==> src/rtl/tetris_pkg.sv <==
// Shared types and parameter defaults for the falling-block game sequencer.
package tetris_pkg;

  localparam int unsigned DROP_BASE_DEF       = 1000;
  localparam int unsigned DROP_STEP_DEF       = 60;
  localparam int unsigned DROP_MIN_DEF        = 100;
  localparam int unsigned LINES_PER_LEVEL_DEF = 10;
  localparam int unsigned LEVEL_MAX           = 15;

  typedef enum logic [2:0] {
    CMD_NONE   = 3'd0,
    CMD_LEFT   = 3'd1,
    CMD_RIGHT  = 3'd2,
    CMD_ROTATE = 3'd3,
    CMD_DOWN   = 3'd4,
    CMD_DROP   = 3'd5
  } command_t;

  typedef enum logic [2:0] {
    IDLE       = 3'd0,
    SPAWN      = 3'd1,
    SETTLE     = 3'd2,
    FALL       = 3'd3,
    LOCK       = 3'd4,
    CLEAR      = 3'd5,
    CLEAR_WAIT = 3'd6,
    OVER       = 3'd7
  } phase_t;

endpackage

==> src/rtl/tetris_phase_sequencer_gravity_timer.sv <==
// Gravity timer: counts tick strobes while the piece is falling and flags the
// gravity event once the level-dependent period has elapsed.
module gravity_timer
  import tetris_pkg::*;
#(
  parameter int unsigned DROP_BASE = DROP_BASE_DEF,
  parameter int unsigned DROP_STEP = DROP_STEP_DEF,
  parameter int unsigned DROP_MIN  = DROP_MIN_DEF,
  parameter int unsigned PW        = $clog2(DROP_BASE + 1)
) (
  input  logic          clk,
  input  logic          reset,
  input  logic          clear_i,
  input  logic          run_i,
  input  logic          tick_i,
  input  logic [3:0]    level_i,
  output logic          grav_due_o,
  output logic [PW-1:0] period_o
);

  logic [PW-1:0] cnt_q, cnt_d;
  logic [31:0]   reduction;
  logic [31:0]   period_full;

  // Period shrinks with level; the subtraction is guarded so it never wraps.
  always_comb begin
    reduction   = 32'(level_i) * DROP_STEP;
    period_full = DROP_MIN;
    if ((reduction < DROP_BASE) && ((DROP_BASE - reduction) > DROP_MIN)) begin
      period_full = DROP_BASE - reduction;
    end
    period_o = PW'(period_full);
  end

  // Gravity event and next count.
  always_comb begin
    grav_due_o = run_i & tick_i & (cnt_q == (period_o - PW'(1)));
    cnt_d      = cnt_q;
    if (clear_i) begin
      cnt_d = '0;
    end else if (run_i && tick_i) begin
      cnt_d = grav_due_o ? '0 : cnt_q + PW'(1);
    end
  end

  // Tick counter register.
  always_ff @(posedge clk) begin
    if (!reset) begin
      cnt_q <= '0;
    end else begin
      cnt_q <= cnt_d;
    end
  end

endmodule

==> src/rtl/tetris_phase_sequencer.sv <==
// Game phase sequencer: spawn, fall under gravity, accept moves, lock the
// piece, clear full rows one at a time, and detect game over.
module tetris_phase_sequencer
  import tetris_pkg::*;
#(
  parameter int unsigned DROP_BASE       = DROP_BASE_DEF,
  parameter int unsigned DROP_STEP       = DROP_STEP_DEF,
  parameter int unsigned DROP_MIN        = DROP_MIN_DEF,
  parameter int unsigned LINES_PER_LEVEL = LINES_PER_LEVEL_DEF
) (
  input  logic        clk,
  input  logic        reset,
  input  logic        start,
  input  logic        tick,
  input  logic        move_valid,
  input  command_t    move,
  output logic        move_ready,
  input  logic        left_blocked,
  input  logic        right_blocked,
  input  logic        rot_blocked,
  input  logic        down_blocked,
  input  logic        spawn_blocked,
  input  logic        any_full_row,
  output logic        board_clear,
  output logic        spawn_en,
  output logic        move_en,
  output command_t    move_cmd,
  output logic        drop_en,
  output logic        lock_en,
  output logic        clear_en,
  output logic        game_over,
  output phase_t      phase,
  output logic [15:0] lines_cleared,
  output logic [3:0]  level
);

  localparam int unsigned PW = $clog2(DROP_BASE + 1);

  phase_t      state_q, state_d;
  command_t    cmd_q, cmd_d;
  logic        board_clear_q, board_clear_d;
  logic        spawn_en_q, spawn_en_d;
  logic        move_en_q, move_en_d;
  logic        drop_en_q, drop_en_d;
  logic        lock_en_q, lock_en_d;
  logic        clear_en_q, clear_en_d;
  logic        over_q, over_d;
  logic [15:0] lines_q, lines_d;
  logic [3:0]  level_q, level_d;
  logic [31:0] level_full;
  logic        grav_due;
  logic        move_ok;
  logic        timer_clear;
  logic [PW-1:0] period;

  assign timer_clear = start | (state_q == SETTLE);

  gravity_timer #(
    .DROP_BASE (DROP_BASE),
    .DROP_STEP (DROP_STEP),
    .DROP_MIN  (DROP_MIN),
    .PW        (PW)
  ) u_gravity (
    .clk        (clk),
    .reset      (reset),
    .clear_i    (timer_clear),
    .run_i      (state_q == FALL),
    .tick_i     (tick),
    .level_i    (level_q),
    .grav_due_o (grav_due),
    .period_o   (period)
  );

  // Only lateral moves and rotation are actionable, and only when unobstructed.
  always_comb begin
    case (move)
      CMD_LEFT:   move_ok = ~left_blocked;
      CMD_RIGHT:  move_ok = ~right_blocked;
      CMD_ROTATE: move_ok = ~rot_blocked;
      default:    move_ok = 1'b0;
    endcase
  end

  // Next phase, registered pulses and line counter.
  always_comb begin
    state_d       = state_q;
    cmd_d         = cmd_q;
    lines_d       = lines_q;
    over_d        = over_q;
    board_clear_d = 1'b0;
    spawn_en_d    = 1'b0;
    move_en_d     = 1'b0;
    drop_en_d     = 1'b0;
    lock_en_d     = 1'b0;
    clear_en_d    = 1'b0;
    move_ready    = (state_q == FALL) & ~grav_due;
    if (start) begin
      board_clear_d = 1'b1;
      lines_d       = '0;
      over_d        = 1'b0;
      state_d       = SPAWN;
    end else begin
      case (state_q)
        IDLE: ;
        SPAWN: begin
          spawn_en_d = 1'b1;
          state_d    = SETTLE;
        end
        SETTLE: begin
          if (spawn_blocked) begin
            over_d  = 1'b1;
            state_d = OVER;
          end else begin
            state_d = FALL;
          end
        end
        FALL: begin
          if (grav_due) begin
            if (down_blocked) state_d = LOCK;
            else              drop_en_d = 1'b1;
          end else if (move_valid && move_ready && move_ok) begin
            move_en_d = 1'b1;
            cmd_d     = move;
          end
        end
        LOCK: begin
          lock_en_d = 1'b1;
          state_d   = CLEAR;
        end
        CLEAR: begin
          if (any_full_row) begin
            clear_en_d = 1'b1;
            if (lines_q != '1) lines_d = lines_q + 16'd1;
            state_d = CLEAR_WAIT;
          end else begin
            state_d = SPAWN;
          end
        end
        CLEAR_WAIT: state_d = CLEAR;
        OVER: ;
        default: state_d = IDLE;
      endcase
    end
  end

  // Level follows the next line count so both registers update together.
  always_comb begin
    level_full = 32'(lines_d) / LINES_PER_LEVEL;
    level_d    = (level_full > LEVEL_MAX) ? 4'(LEVEL_MAX) : level_full[3:0];
  end

  // State and output registers.
  always_ff @(posedge clk) begin
    if (!reset) begin
      state_q       <= IDLE;
      cmd_q         <= CMD_NONE;
      lines_q       <= '0;
      level_q       <= '0;
      over_q        <= 1'b0;
      board_clear_q <= 1'b0;
      spawn_en_q    <= 1'b0;
      move_en_q     <= 1'b0;
      drop_en_q     <= 1'b0;
      lock_en_q     <= 1'b0;
      clear_en_q    <= 1'b0;
    end else begin
      state_q       <= state_d;
      cmd_q         <= cmd_d;
      lines_q       <= lines_d;
      level_q       <= level_d;
      over_q        <= over_d;
      board_clear_q <= board_clear_d;
      spawn_en_q    <= spawn_en_d;
      move_en_q     <= move_en_d;
      drop_en_q     <= drop_en_d;
      lock_en_q     <= lock_en_d;
      clear_en_q    <= clear_en_d;
    end
  end

  assign phase         = state_q;
  assign move_cmd      = cmd_q;
  assign board_clear   = board_clear_q;
  assign spawn_en      = spawn_en_q;
  assign move_en       = move_en_q;
  assign drop_en       = drop_en_q;
  assign lock_en       = lock_en_q;
  assign clear_en      = clear_en_q;
  assign game_over     = over_q;
  assign lines_cleared = lines_q;
  assign level         = level_q;

endmodule

==> config.mk <==
export PLATFORM = sky130hd
export DESIGN_NAME = tetris_phase_sequencer
export DESIGN_NICKNAME = d
export VERILOG_FILES = /design/src/rtl/tetris_pkg.sv /design/src/rtl/tetris_phase_sequencer_gravity_timer.sv /design/src/rtl/tetris_phase_sequencer.sv
export SDC_FILE = /design/constraint.sdc
export NUM_CORES = 1
export LEC_CHECK = 0
export BUFFER_PORTS_ARGS = -buffer_cell sky130_fd_sc_hd__buf_2
export CORE_MARGIN = 1
export CORE_UTILIZATION = 60
export CTS_CLUSTER_SIZE = 28
export DETAILED_ROUTE_END_ITERATION = 6
export GPL_ROUTABILITY_DRIVEN = 0
export PLACE_DENSITY = 0.77
export SYNTH_ARGS = -nofsm -noshare
export SYNTH_HDL_FRONTEND = slang
export SYNTH_HIERARCHICAL = 1
export SYNTH_SLANG_ARGS = --single-unit
==> constraint.sdc <==
create_clock -name clk -period 12.4 [get_ports clk]
set_clock_uncertainty 0.05 [all_clocks]
set_input_delay 0.62 -clock clk [delete_from_list [all_inputs] [get_ports clk]]
set_output_delay 0.62 -clock clk [all_outputs]
set_load 0.1 [all_outputs]
==> out/results.ini <==
[synth]
syn-num-nets=939
yosys_warnings=6
syn-instance-count=903
syn_area_um2=6620
avgSynthCellArea_um2=7.33

[job]
maxCapViolCount=0

[critical_path]
crit_fanout=11
crit_required_ns=12.51
end_kind=flip-flop
crit_type=reg2reg
cpPeakStageDelay_ns=0.66
critPathLaunchType=flip-flop
path_delay_family=simple AND/OR/NAND/NOR gates
crit_slowest_cell=or4_1
worstPathArrival_ns=11.60
path_buf_inv=2

[grt]
antenna_found_initial=1
grt_overflow_total=0
grt_pass1_wl_um=30500
grt_max_degree=26
grtUsageTotal_pct=32.1
grt_pass1_vias=6622

[floorplan]
die_h_um=107
num_rows=37
dieWidth_um=107
core_region_area_um2=10500
die_area_um2=11500
start_util_pct=63.0
io_pins=48

[clocking]
cts_made_buffers=5
insertion_delay_ns=0.30
post_cts_buffers=0
cts_buffer_depth=2
ctsHtreeMaxLevel=2
cts.reportedPaths.clkPinSlew_ns=0.09
cts_resized=0
clock-root-buffer=clkbuf_8
cts_sinks=43
cts_tree=done
holdBufCountCts=0

[sta]
final_max_slew_viol_count=0
finalCritPeriodShare_pct=92.6
max_clock_freq_ghz=0.0871
period_needed_ns=11.49
relSlewSlack_pct=42.0
setup_viol=0
tightest_slew_ns=0.865
tns_ns=0
grt_setup_unrepaired=no
finalHoldViolCount=0

[layout]
layoutNonFillerInstCount=1063
nets=961
synthToLayoutAreaGrowth_pct=5.86
layout_common_cells=nor2_1, nand2_1, a21oi_1, buf_2, nand3_1
final_core_util_pct=66.7
final_common_cell=nor2_1
final_layout_size_suffix_gt1_share_pct=15.1

[detailed_routing]
first_iter_violations=642
ant_nets=0
drt-pass1-iter-count=6
wl_per_cell_um=17.2
totalWireLength_um=18300
vias_per_cell=6.74
drc=0
vias=7167

[place]
dp_hpwl_um=14300
dp_cells=1054
io_buffers=47

[pwr]
power_density_nw_per_um2=38.7
p_comb_share_pct=6.4
p_total_mw=0.271
p_seq_share_pct=51.5
power.share.clock_pct=42.1
swShare_pct=24.9
p_sw_mw=0.0674
p_leak_nw=2.76
power.internal_mw=0.204
peakVddDrop_v=0.0000494

[outcome]
status=complete, no violations

[hold_path]
hold_class=reg2reg

## tightest hold or removal path, cell delays in order, from the launching register on
cell     delay (ns)
dfxtp_1        0.33
nand2_1        0.05
nor2_1         0.03
## metrics by stage
stage | worst slack, ns | hold slack [ns] | instance area (um2)
3_5_place_dp | 1.22 | 0.375 | 6890
4_1_cts | 1.15 | 0.394 | 7010
5_1_grt | 0.102 | 0.422 | 7010
3_3_place_gp | 1.61 | 0.363 | 6890
2_1_floorplan | 1.83 | 0.429 | 6620
6_report | 0.913 | 0.395 | 7010
## area by class of cell
type,count,area [um2]
diodes,1,2.50
clock buffers,5,68.8
clock inverters,3,47.5
fillers,918,3500
inverters,30,113
multi-input cells,792,5470
flip-flops and latches,43,861
well taps,136,170
repair buffers,53,280
## metal layers
layer / vias to the layer above / routed length, um / GRT usage, % / part of all wire (%)
met5: - / 0 / 0 / 0
met4: 0 / 430 / 10.5 / 2.3
met3: 51 / 902 / 2.67 / 4.9
met2: 254 / 9010 / 58.2 / 49
met1: 3360 / 7950 / 39.7 / 43
li1: 3502 / - / - / -
## state kept, by name (all words and copies together) (netlist names), 3 cells and up
signal,count
level,4
lines_cleared,16
move_cmd,3
phase,3
u_gravity/cnt_q,10
## power groups by stage
stage	clock network [mW]	registers, mW	logic [mW]
final	0.114	0.140	0.0173
after global routing	0.123	0.140	0.0187
after CTS	0.116	0.140	0.0174
after detailed placement	0	0.143	0.0174
after global placement	0	0.143	0.0169
after floorplan	0	0.147	0.00816
## path summary, 6_finish.rpt
check | start | end | slack, ns | depth (start not counted)
min reg2reg | move_cmd[2] | move_cmd[2] | 0.39 | 2
max | lines_cleared[0] | level[0] | 0.91 | 36
min | move_cmd[2] | move_cmd[2] | 0.39 | 2
max reg2reg | lines_cleared[0] | level[0] | 0.91 | 36
No activity file was read; power rests on OpenSTA's default activity.
